===== src/rtl/uart_frame_pkg.sv =====
// rtl/uart_frame_pkg.sv - shared types and constants for the UART frame parser
package uart_frame_pkg;

    typedef enum logic [2:0] {
        ST_HUNT    = 3'd0,
        ST_CMD     = 3'd1,
        ST_LEN     = 3'd2,
        ST_PAYLOAD = 3'd3,
        ST_CHK     = 3'd4,
        ST_HOLD    = 3'd5
    } state_t;

    localparam logic [1:0] ERR_OVERRUN = 2'd0;
    localparam logic [1:0] ERR_CHK     = 2'd1;
    localparam logic [1:0] ERR_LEN     = 2'd2;
    localparam logic [1:0] ERR_TIMEOUT = 2'd3;

    localparam logic [7:0] DEFAULT_HEADER = 8'hAA;

endpackage


===== src/rtl/frame_payload_buf.sv =====
// rtl/frame_payload_buf.sv - payload register file, one write port, one registered read port
module frame_payload_buf #(
    parameter int DEPTH = 16,
    parameter int AW    = 4
) (
    input  logic          clk,
    input  logic          rst_n,
    input  logic          wr_en,
    input  logic [AW-1:0] wr_addr,
    input  logic [7:0]    wr_data,
    input  logic [AW-1:0] rd_addr,
    output logic [7:0]    rd_data
);

    logic [7:0] mem [DEPTH];
    logic [7:0] rd_data_d;
    logic [7:0] rd_data_q;

    // Storage is deliberately left out of reset.
    always_ff @(posedge clk) begin
        if (wr_en) begin
            mem[wr_addr] <= wr_data;
        end
    end

    always_comb begin
        rd_data_d = mem[rd_addr];
    end

    always_ff @(posedge clk or negedge rst_n) begin
        if (!rst_n) begin
            rd_data_q <= 8'h00;
        end else begin
            rd_data_q <= rd_data_d;
        end
    end

    assign rd_data = rd_data_q;

endmodule


===== src/rtl/uart_frame_parser.sv =====
// rtl/uart_frame_parser.sv - hunts, collects and verifies HEADER/CMD/LEN/payload/CHK frames
module uart_frame_parser
    import uart_frame_pkg::*;
#(
    parameter logic [7:0] HEADER         = DEFAULT_HEADER,
    parameter int         MAX_LEN        = 16,
    parameter int         TIMEOUT_CYCLES = 100_000,
    localparam int        AW             = (MAX_LEN > 1) ? $clog2(MAX_LEN) : 1
) (
    input  logic          clk,
    input  logic          rst_n,
    input  logic [7:0]    in_data,
    input  logic          in_valid,
    output logic          frame_valid,
    output logic [7:0]    frame_cmd,
    output logic [7:0]    frame_len,
    input  logic          frame_ack,
    input  logic [AW-1:0] rd_addr,
    output logic [7:0]    rd_data,
    output logic          frame_err,
    output logic [1:0]    err_code,
    output logic          busy
);

    localparam int TW = $clog2(TIMEOUT_CYCLES + 1);

    state_t        state_q, state_d;
    logic [7:0]    sum_q, sum_d;
    logic [7:0]    cmd_sh_q, cmd_sh_d;
    logic [7:0]    len_sh_q, len_sh_d;
    logic [AW-1:0] wr_idx_q, wr_idx_d;
    logic [TW-1:0] tmo_cnt_q, tmo_cnt_d;
    logic          frame_valid_q, frame_valid_d;
    logic [7:0]    frame_cmd_q, frame_cmd_d;
    logic [7:0]    frame_len_q, frame_len_d;
    logic          frame_err_q, frame_err_d;
    logic [1:0]    err_code_q, err_code_d;
    logic          buf_wr_en;
    logic          busy_w;

    assign busy_w = (state_q != ST_HUNT) && (state_q != ST_HOLD);

    always_comb begin
        state_d       = state_q;
        sum_d         = sum_q;
        cmd_sh_d      = cmd_sh_q;
        len_sh_d      = len_sh_q;
        wr_idx_d      = wr_idx_q;
        tmo_cnt_d     = tmo_cnt_q;
        frame_valid_d = frame_valid_q;
        frame_cmd_d   = frame_cmd_q;
        frame_len_d   = frame_len_q;
        frame_err_d   = 1'b0;
        err_code_d    = err_code_q;
        buf_wr_en     = 1'b0;

        // A byte arriving on the timeout cycle clears the counter, so it always wins.
        if (in_valid || !busy_w) begin
            tmo_cnt_d = '0;
        end else if (tmo_cnt_q == TW'(TIMEOUT_CYCLES - 1)) begin
            tmo_cnt_d   = '0;
            frame_err_d = 1'b1;
            err_code_d  = ERR_TIMEOUT;
            state_d     = ST_HUNT;
        end else begin
            tmo_cnt_d = tmo_cnt_q + 1'b1;
        end

        case (state_q)
            ST_HUNT: begin
                if (in_valid && in_data == HEADER) begin
                    state_d = ST_CMD;
                end
            end
            ST_CMD: begin
                if (in_valid) begin
                    cmd_sh_d = in_data;
                    sum_d    = in_data;
                    state_d  = ST_LEN;
                end
            end
            ST_LEN: begin
                if (in_valid) begin
                    sum_d    = sum_q + in_data;
                    len_sh_d = in_data;
                    wr_idx_d = '0;
                    if (in_data > 8'(MAX_LEN)) begin
                        frame_err_d = 1'b1;
                        err_code_d  = ERR_LEN;
                        state_d     = ST_HUNT;
                    end else if (in_data == 8'h00) begin
                        state_d = ST_CHK;
                    end else begin
                        state_d = ST_PAYLOAD;
                    end
                end
            end
            ST_PAYLOAD: begin
                if (in_valid) begin
                    buf_wr_en = 1'b1;
                    sum_d     = sum_q + in_data;
                    wr_idx_d  = wr_idx_q + 1'b1;
                    if (wr_idx_q == AW'(len_sh_q - 8'd1)) begin
                        state_d = ST_CHK;
                    end
                end
            end
            ST_CHK: begin
                if (in_valid) begin
                    if (in_data == sum_q) begin
                        state_d       = ST_HOLD;
                        frame_valid_d = 1'b1;
                        frame_cmd_d   = cmd_sh_q;
                        frame_len_d   = len_sh_q;
                    end else begin
                        frame_err_d = 1'b1;
                        err_code_d  = ERR_CHK;
                        state_d     = ST_HUNT;
                    end
                end
            end
            ST_HOLD: begin
                if (frame_ack) begin
                    frame_valid_d = 1'b0;
                    state_d = (in_valid && in_data == HEADER) ? ST_CMD : ST_HUNT;
                end else if (in_valid) begin
                    frame_err_d = 1'b1;
                    err_code_d  = ERR_OVERRUN;
                end
            end
            default: state_d = ST_HUNT;
        endcase
    end

    always_ff @(posedge clk or negedge rst_n) begin
        if (!rst_n) begin
            state_q       <= ST_HUNT;
            sum_q         <= 8'h00;
            cmd_sh_q      <= 8'h00;
            len_sh_q      <= 8'h00;
            wr_idx_q      <= '0;
            tmo_cnt_q     <= '0;
            frame_valid_q <= 1'b0;
            frame_cmd_q   <= 8'h00;
            frame_len_q   <= 8'h00;
            frame_err_q   <= 1'b0;
            err_code_q    <= 2'd0;
        end else begin
            state_q       <= state_d;
            sum_q         <= sum_d;
            cmd_sh_q      <= cmd_sh_d;
            len_sh_q      <= len_sh_d;
            wr_idx_q      <= wr_idx_d;
            tmo_cnt_q     <= tmo_cnt_d;
            frame_valid_q <= frame_valid_d;
            frame_cmd_q   <= frame_cmd_d;
            frame_len_q   <= frame_len_d;
            frame_err_q   <= frame_err_d;
            err_code_q    <= err_code_d;
        end
    end

    frame_payload_buf #(
        .DEPTH (MAX_LEN),
        .AW    (AW)
    ) u_buf (
        .clk     (clk),
        .rst_n   (rst_n),
        .wr_en   (buf_wr_en),
        .wr_addr (wr_idx_q),
        .wr_data (in_data),
        .rd_addr (rd_addr),
        .rd_data (rd_data)
    );

    assign frame_valid = frame_valid_q;
    assign frame_cmd   = frame_cmd_q;
    assign frame_len   = frame_len_q;
    assign frame_err   = frame_err_q;
    assign err_code    = err_code_q;
    assign busy        = busy_w;

endmodule


===== config.mk =====
export PLATFORM = sky130hd
export DESIGN_NAME = uart_frame_parser
export DESIGN_NICKNAME = d
export VERILOG_FILES = /design/src/rtl/uart_frame_pkg.sv /design/src/rtl/frame_payload_buf.sv /design/src/rtl/uart_frame_parser.sv
export SDC_FILE = /design/constraint.sdc
export NUM_CORES = 1
export LEC_CHECK = 0
export CORE_MARGIN = 2
export CORE_UTILIZATION = 50
export CTS_BUF_LIST = sky130_fd_sc_hd__clkbuf_8
export CTS_CLUSTER_SIZE = 24
export DETAILED_ROUTE_END_ITERATION = 8
export MAX_ROUTING_LAYER = met4
export PLACE_DENSITY = 0.73
export SYNTH_ARGS = -nofsm -noshare
export SYNTH_HDL_FRONTEND = slang
export SYNTH_SLANG_ARGS = --single-unit
export TNS_END_PERCENT = 100

===== constraint.sdc =====
create_clock -name clk -period 6.8 [get_ports clk]
set_input_delay 1.36 -clock clk [delete_from_list [all_inputs] [get_ports clk]]
set_output_delay 1.36 -clock clk [all_outputs]
set_load 0.005 [all_outputs]

[Word level (Yosys, flattened, before mapping)]
Memory sizes are Yosys's and may differ from the RTL's. A register that Yosys moved wholly into a read port is not among the register bits.
Cells that the tools add are included.
Cells by class
  add/subtract/negate cells: 4
  order comparisons: 1
  equality and inequality tests: 17
  multiplexer cells: 48
  reductions and logical operators: 18
Operator list (number)
  3-bit 2-to-1 mux: 12
  17-bit 2-to-1 mux: 2
  3-bit case mux with 6 select lines: 1
  17-bit by 1-bit adder with 17-bit output (second input constant): 1
  17-bit == test (second input constant): 1
  1-bit 2-to-1 mux: 16
  2-bit 2-to-1 mux: 8
  8-bit 2-to-1 mux: 2
  8-bit case mux with 2 select lines: 1
  2-bit != test (second input constant): 6
  3-bit AND reduction: 3
  8-bit adder: 1
  8-bit == test: 1
  8-bit == test (second input constant): 1
  8-bit by 5-bit > comparator with 1-bit output (second input constant): 1
  8-bit logical NOT: 1
  4-bit 2-to-1 mux: 2
  4-bit case mux with 2 select lines: 1
  3-bit by 2-bit == test with 1-bit output (second input constant): 2
  3-bit == test (second input constant): 2
  2-bit case mux with 3 select lines: 1
  2-bit nonzero test: 3
  4-bit by 1-bit adder with 4-bit output (second input constant): 1
  4-bit == test: 1
  other kinds (14): 17
Word-level totals
  flip-flop bits (word level): 68
  bits in writable memories: 128
  output and inout bits: 29
  word-level logic and storage cells: 100
  memories: 1
Memory list
  u_buf.mem: words 16, bits a word 8, read ports 1, clocked after memory_dff 1, wr ports 1, line frame_payload_buf.sv:15  | logic [7:0] mem [DEPTH];

[Depth between registers and ports, before layout]
Gate-level depths: netlist of run 1.
  depth after elaboration: 8
  gate-level depth with buffers: 9
  depth with buffers taken out: 9

[Hierarchy]
Synthesis of run 1 repeated with hierarchy kept, for this count alone.
Unflattened totals
  cell total of the unflattened synthesis: 581
  area total of the unflattened synthesis: 8765.9 um2
Modules (own cells, without submodules)
  frame_payload_buf: instances 1, cells each 229, area an instance 5187.5 um2
  uart_frame_parser: instances 1, cells each 352, area an instance 3578.4 um2

[Least setup slack after synthesis of run 1]
No wires, ideal clock.
  path kind: input to register
  from: in in_valid
  to: mem u_buf.mem[3][0] (enable)
  data arrival time: 2.858 ns
  required time: 6.417 ns
  setup slack: 3.558 ns
  stages: 6
  cells stage by stage: buf_2 nor2b_1 nand2_1 nor2_1 nand2_1 nor3_1
On the way
  cells in the longest elaborated chain, start to end: 4
Ends and longest elaborated chain
  from (decl): line uart_frame_parser.sv:13  | input logic in_valid,
  1-bit 2-to-1 mux: line uart_frame_parser.sv:99  | if (in_valid) begin
  1-bit 2-to-1 mux: line uart_frame_parser.sv:69  | case (state_q)
  1-bit 2-to-1 mux: line frame_payload_buf.sv:21  | if (wr_en) begin
  1-bit 2-to-1 mux (implied by the code): line frame_payload_buf.sv:22  | mem[wr_addr] <= wr_data;
  to (decl): line frame_payload_buf.sv:15
No other way between the ends.

[Worst setup path after layout of run 1]
  from: in in_data[5]
  to: reg frame_cmd_q[4], in the netlist frame_cmd[4]
On the way
  cells in the longest elaborated chain, start to end: 2
Ends and longest elaborated chain
  from (decl): line uart_frame_parser.sv:12  | input logic [7:0] in_data,
  8-bit == test: line uart_frame_parser.sv:110  | if (in_data == sum_q) begin
  3-bit AND reduction (no line)
  to (signal assigned): line uart_frame_parser.sv:156  | frame_cmd_q <= frame_cmd_d;
  to (decl): line uart_frame_parser.sv:34  | logic [7:0] frame_cmd_q, frame_cmd_d;
No other way between the ends.
A chain may end at the register's enable or synchronous reset.

==> results of run 1 <==
-- logic make-up after synthesis --
family                     after synthesis  share of synthesized area [%]
muxes                                   71                           15.5
DFF                                    204                           65.7
buffers and inverters                   38                           2.43
adders and majority gates               14                           2.09
xor gates and xnor gates                26                           2.61
and+or+nand+nor                        134                           7.31
AOI/OAI and AO/OA                       60                           4.32
-- layer usage --
layer | track usage, % | share of wire (%)
met3 | 4.03 | 5.5
met5 | - | 0
met2 | 34.3 | 50
met4 | 7.81 | 3.3
met1 | 26.7 | 41
-- through the flow --
step                      instance area [sq um]  hold slack, ns  std cells  setup slack (ns)
after global placement                     9330           0.447        796              2.37
after CTS                                  9940           0.458        853              2.74
after floorplan                            8740           0.433        547              3.56
after detailed placement                   9330           0.452        796              2.19
after global routing                       9940           0.484        853              2.57
final                                      9940           0.456        853              2.74
-- critical path: cells and delay by family --
kind / cells / cell delay (ns)
buffers and inverters: 1 / 0.99
adder cells (fa/ha/maj): 1 / 0.41
AND/OR/NAND/NOR: 3 / 1.20
multiplexers: 1 / 0.48
-- Yosys cell counts (13+ instances only) --
library cell / count
edfxtp_1: 128
dfrtp_1: 76
nor2_1: 46
nand2_1: 31
mux4_1: 24
mux2_2: 23
o21ai_0: 20
mux4_2: 16
nor3_1: 15
nand3_1: 14
xnor2_1: 14
ha_1: 13
-- registers in the layout, indices dropped and copies added, names as in the netlist --
register	flops
cmd_sh_q	8
err_code	2
frame_cmd	8
frame_err	1
frame_len	8
frame_valid	1
len_sh_q	8
state_q	3
sum_q	8
tmo_cnt_q	17
u_buf.mem	128
u_buf.rd_data	8
wr_idx_q	4
-- final cells by class --
class | count | area, sq um
Fill cell | 1321 | 7240
Sequential cell | 204 | 5750
Multi-Input combinational cell | 305 | 2780
Clock buffer | 35 | 482
Timing Repair Buffer | 50 | 478
Tap cell | 225 | 282
Clock inverter | 22 | 121
Inverter | 12 | 45.0
-- power by group --
group | switching [uW] | internal [uW] | leakage, uW
registers | 61.7 | 1390 | 0.00214
clock network | 469 | 515 | 0.000319
logic | 192 | 177 | 0.00121
total | 723 | 2080 | 0.00367
-- path summary, 6_finish.rpt --
check	to	slack (ns)	depth (start not counted)
worst min-delay path	tmo_cnt_q[0]	0.46	1
max in group asynchronous	tmo_cnt_q[16]	5.12	1
min in group asynchronous	u_buf.rd_data[5]	0.98	1
worst min register to register	tmo_cnt_q[0]	0.46	1
worst max-delay path	frame_cmd[4]	2.74	6
worst max register to register	u_buf.mem[0][6]	3.97	5
==> results.py, run 1 <==
metrics = {
    "clock_network": {
        "hold_buffers": 0,
        "path_clk_slew_ns": 0.06,
        "cts_max_path_buffers": 3,
        "root_buffer": "clkbuf_8",
        "post_cts.repair.setup_buffers": 0,
        "clk_latency_ns": 0.51,
        "cts_tree": "done",
        "clock-sinks": 204,
        "cts_made_buffers": 35,
        "htree_num_levels": 2,
        "cts_resized": 0,
    },
    "cells_and_area": {
        "area_growth_pct": 13.7,
        "final_nets": 638,
        "diodes": 0,
        "utilization_pct": 57.8,
        "layout_commonest_cell": "edfxtp_1",
        "layout_common_cells": "128 x edfxtp_1, 76 x dfrtp_1, 46 x nor2_1",
        "drive_above_1_share_pct": 15.1,
    },
    "sta": {
        "hold_violations": 0,
        "tightest_slew_ns": 1.34,
        "finalCriticalPeriod_ns": 4.06,
        "clock_skew_ns": 0.0206,
        "slew_headroom_pct": 10.2,
        "finalSetupViolCount": 0,
        "slew_violations": 0,
        "fmaxAchievable_ghz": 0.246,
        "rsz0062_at_grt": "no",
        "fin_crit_sh_pct": 59.7,
        "setup_tns_ns": 0,
    },
    "yosys": {
        "yosysSeqAreaShare_pct": 65.7,
        "async_flop_share_pct": 37.3,
        "ys_seq_elements": 204,
        "syn_area_sq_um": 8740,
        "synth_ff_type": "edfxtp_1",
        "synth_top_cell_by_area": "edfxtp_1",
        "synth_area_per_cell_sq_um": 16.0,
        "ys_top_cells_by_area": "edfxtp_1 44%, dfrtp_1 22%, mux4_1 7.2%",
        "syn_inst": 547,
        "yosysWarningCount": 0,
        "synth_edf_count": 128,
        "synthDistinctLibCells": 57,
        "synth_nets": 577,
        "synth_top_area_share_pct": 44.0,
    },
    "floorplan": {
        "floorplan.initialDensity_pct": 50.9,
        "die_h_um": 136,
        "core_area_sq_um": 17200,
        "ios": 45,
        "row_count": 48,
        "die_w_um": 136,
        "dieArea_sq_um": 18600,
    },
    "routing": {
        "via_per_inst": 5.86,
        "antenna_left": 0,
        "drc": 0,
        "vias": 4997,
        "drt_wl_total_um": 18300,
        "drt_iter0_drc": 320,
        "dr.pass1.iters": 5,
        "drt-wirelength-per-cell_um": 21.4,
    },
    "placement": {
        "place_congestion": 0.845,
        "hpwl_um": 11400,
        "numPortBuffers": 44,
    },
    "worst_setup_path": {
        "critPathCaptureType": "register",
        "critPathRequiredTime_ns": 7.20,
        "slowest_stage": "clkdlybuf4s50_1",
        "max_stage_delay_ns": 0.99,
        "crit_start": "in_data[5]",
        "path_class": "primary input to register",
        "crit_fanout": 22,
        "startpoint_type": "primary input",
        "cp_data_arrival_time_ns": 4.46,
        "reg2reg_from": "state_q[2]",
        "crit_chain": "clkdlybuf4s50_1, ha_1, nor4_1, nand3_1, nand2b_1, mux2_4",
    },
    "job": {
        "maxCapViolCount": 0,
    },
    "grt": {
        "grt_pass1_vias": 5068,
        "antenna_found_initial": 0,
        "track_usage_pct": 21.1,
        "overflow": 0,
        "grt_first_pass_wirelength_um": 28200,
        "grt_max_degree": 77,
    },
    "run_status": {
        "outcome": "completed",
    },
    "hold_path": {
        "hold_start": "tmo_cnt_q[0]",
        "hp-class": "register to register",
    },
    "pwr": {
        "power.density_nw_per_um2": 282,
        "leakagePower_uw": 0.00367,
        "finalPower_uw": 2800,
        "ir_drop_v": 0.000131,
    },
}
Note: power is estimated with default switching activity, not from simulation.
==> run 2, diff against run 1 <==
PLACE_DENSITY = 0.76   (was 0.73)
clock period = 3.5 ns   (was 6.8 ns; I/O delays follow)
==> results.py, run 2 (same netlist as run 1, synthesis figures left out) <==
metrics = {
    "grt": {
        "use_met1_pct": 26.8,
        "antenna_found_initial": 0,
        "track_usage_pct": 20.2,
        "grt_busiest_layer": "met2",
        "grtUsageMet3_pct": 3.32,
        "grt_first_pass_wirelength_um": 27300,
        "overflow": 0,
        "grt_pass1_vias": 4966,
        "met2_usage_pct": 33.0,
        "grt_max_degree": 77,
    },
    "worst_setup_path": {
        "cp_data_arrival_time_ns": 1.92,
        "crit_chain": "xnor2_1, nand2_1, clkdlybuf4s50_1",
        "slowest_stage": "dfrtp_1",
        "startpoint_type": "register",
        "max_stage_delay_ns": 0.61,
        "crit_fanout": 14,
        "crit_family": "flip-flops",
        "crit_buf_inv": 1,
        "critPathCaptureType": "output port",
        "path_class": "register to output port",
        "critPathRequiredTime_ns": 2.80,
    },
    "clock_network": {
        "root_buffer": "clkbuf_8",
        "post_cts.repair.setup_buffers": 0,
        "clk_latency_ns": 0.58,
        "cts_tree": "done",
        "cts_resized": 0,
        "cts_made_buffers": 31,
        "htree_num_levels": 1,
        "path_clk_slew_ns": 0.06,
        "cts_max_path_buffers": 3,
        "clock-sinks": 204,
        "hold_buffers": 0,
    },
    "sta": {
        "finalSetupViolCount": 0,
        "fin_crit_sh_pct": 74.9,
        "finalCriticalPeriod_ns": 2.62,
        "slew_violations": 0,
        "slew_headroom_pct": 34.3,
        "tightest_slew_ns": 0.986,
        "layout_setup_ws_ns": 0.879,
        "rsz0062_at_grt": "no",
        "fmaxAchievable_ghz": 0.382,
        "hold_violations": 0,
        "clock_skew_ns": 0.0204,
        "setup_tns_ns": 0,
    },
    "pwr": {
        "power.density_nw_per_um2": 526,
        "ir_drop_v": 0.000301,
        "leakagePower_uw": 0.00380,
    },
    "placement": {
        "preCtsSetupSlack_ns": 0.542,
        "hpwl_um": 11500,
        "place_congestion": 0.857,
        "numPortBuffers": 44,
    },
    "floorplan": {
        "die_h_um": 136,
        "die_w_um": 136,
        "dieArea_sq_um": 18600,
        "floorplan.initialDensity_pct": 50.9,
        "row_count": 48,
        "core_area_sq_um": 17200,
        "ios": 45,
    },
    "cells_and_area": {
        "reg_top3": "u_buf.mem x128, tmo_cnt_q x17",
        "regMostFlops": "u_buf.mem",
        "diodes": 0,
        "layout_commonest_cell": "edfxtp_1",
        "area_growth_pct": 15.4,
        "largest_reg_flops": 128,
        "num-fill-cells": 1322,
        "final_nets": 660,
        "layout_common_cells": "128 x edfxtp_1, 76 x dfrtp_1, 46 x nor2_1",
        "drive_above_1_share_pct": 18.2,
    },
    "routing": {
        "vias": 5027,
        "drt_wl_total_um": 17600,
        "via_per_inst": 5.73,
        "drt-wirelength-per-cell_um": 20.0,
        "antenna_left": 0,
        "dr.pass1.iters": 5,
        "drt_iter0_drc": 390,
        "drc": 0,
    },
    "hold_path": {
        "hp-class": "primary input to async pin",
    },
    "run_status": {
        "outcome": "completed",
    },
    "job": {
        "maxCapViolCount": 0,
    },
}
[run 2: cell types whose count changed in the layout (fill, tap and decap cells not counted), sizes merged]
cell	delta
buf	+26
clkbuf	-4
inv	+2
clkinvlp	-3
clkinv	+4
[run 2: final timing paths]
path | start | to | slack [ns] | cells past startpoint
worst max-delay path | state_q[0] | busy | 0.88 | 3
worst min-delay path | rst_n | u_buf.rd_data[3] | 0.28 | 1
worst max register to register | state_q[2] | u_buf.mem[3][6] | 1.30 | 6
worst min register to register | tmo_cnt_q[0] | tmo_cnt_q[0] | 0.47 | 1
max in group asynchronous | rst_n | tmo_cnt_q[13] | 2.57 | 1
min in group clk | tmo_cnt_q[0] | tmo_cnt_q[0] | 0.47 | 1
[run 2: layer usage]
metal / up-vias / share of wire (%)
met2: 166 / 50
met1: 2571 / 43
met3: 25 / 5.2
met4: 0 / 1.5
li1: 2265 / -
met5: - / 0
[run 2: cell type report]
| cell class | count | area [sq um] | area share (%) |
|---|---|---|---|
| repair buffers | 76 | 673 | 6.67 |
| clock inverters | 25 | 134 | 1.33 |
| well taps | 225 | 282 | 2.79 |
| multi-input cells | 305 | 2780 | 27.6 |
| flip-flops and latches | 204 | 5750 | 57.0 |
| clock buffers | 31 | 427 | 4.23 |
| inverters | 12 | 45.0 | 0.446 |
[run 2: per-stage QoR]
step                      cell area [sq um]  hold slack, ns  power [uW]  instances  util [%]
after floorplan                        8740           0.404        3320        547         -
after global placement                 9530           0.443        3530        822      55.5
after detailed placement               9530           0.460        3570        822      55.5
after CTS                             10100           0.307        5350        878      58.7
after global routing                  10100           0.346        5550        878      58.7
final                                 10100           0.278        5310        878      58.7
[run 2: report_power, final]
part | internal (uW) | leakage, uW | switching [uW]
clock network | 901 | 0.000317 | 884
logic | 353 | 0.00135 | 371
registers | 2700 | 0.00214 | 98.0
total | 3950 | 0.00380 | 1350
[run 2: worst register-to-register path, delay by kind of cell, from the launching register on]
kind                   cells  cell delay, ns
buffers and inverters      1            0.22
flip-flops                 1            0.50
AND/OR/NAND/NOR            5            1.20
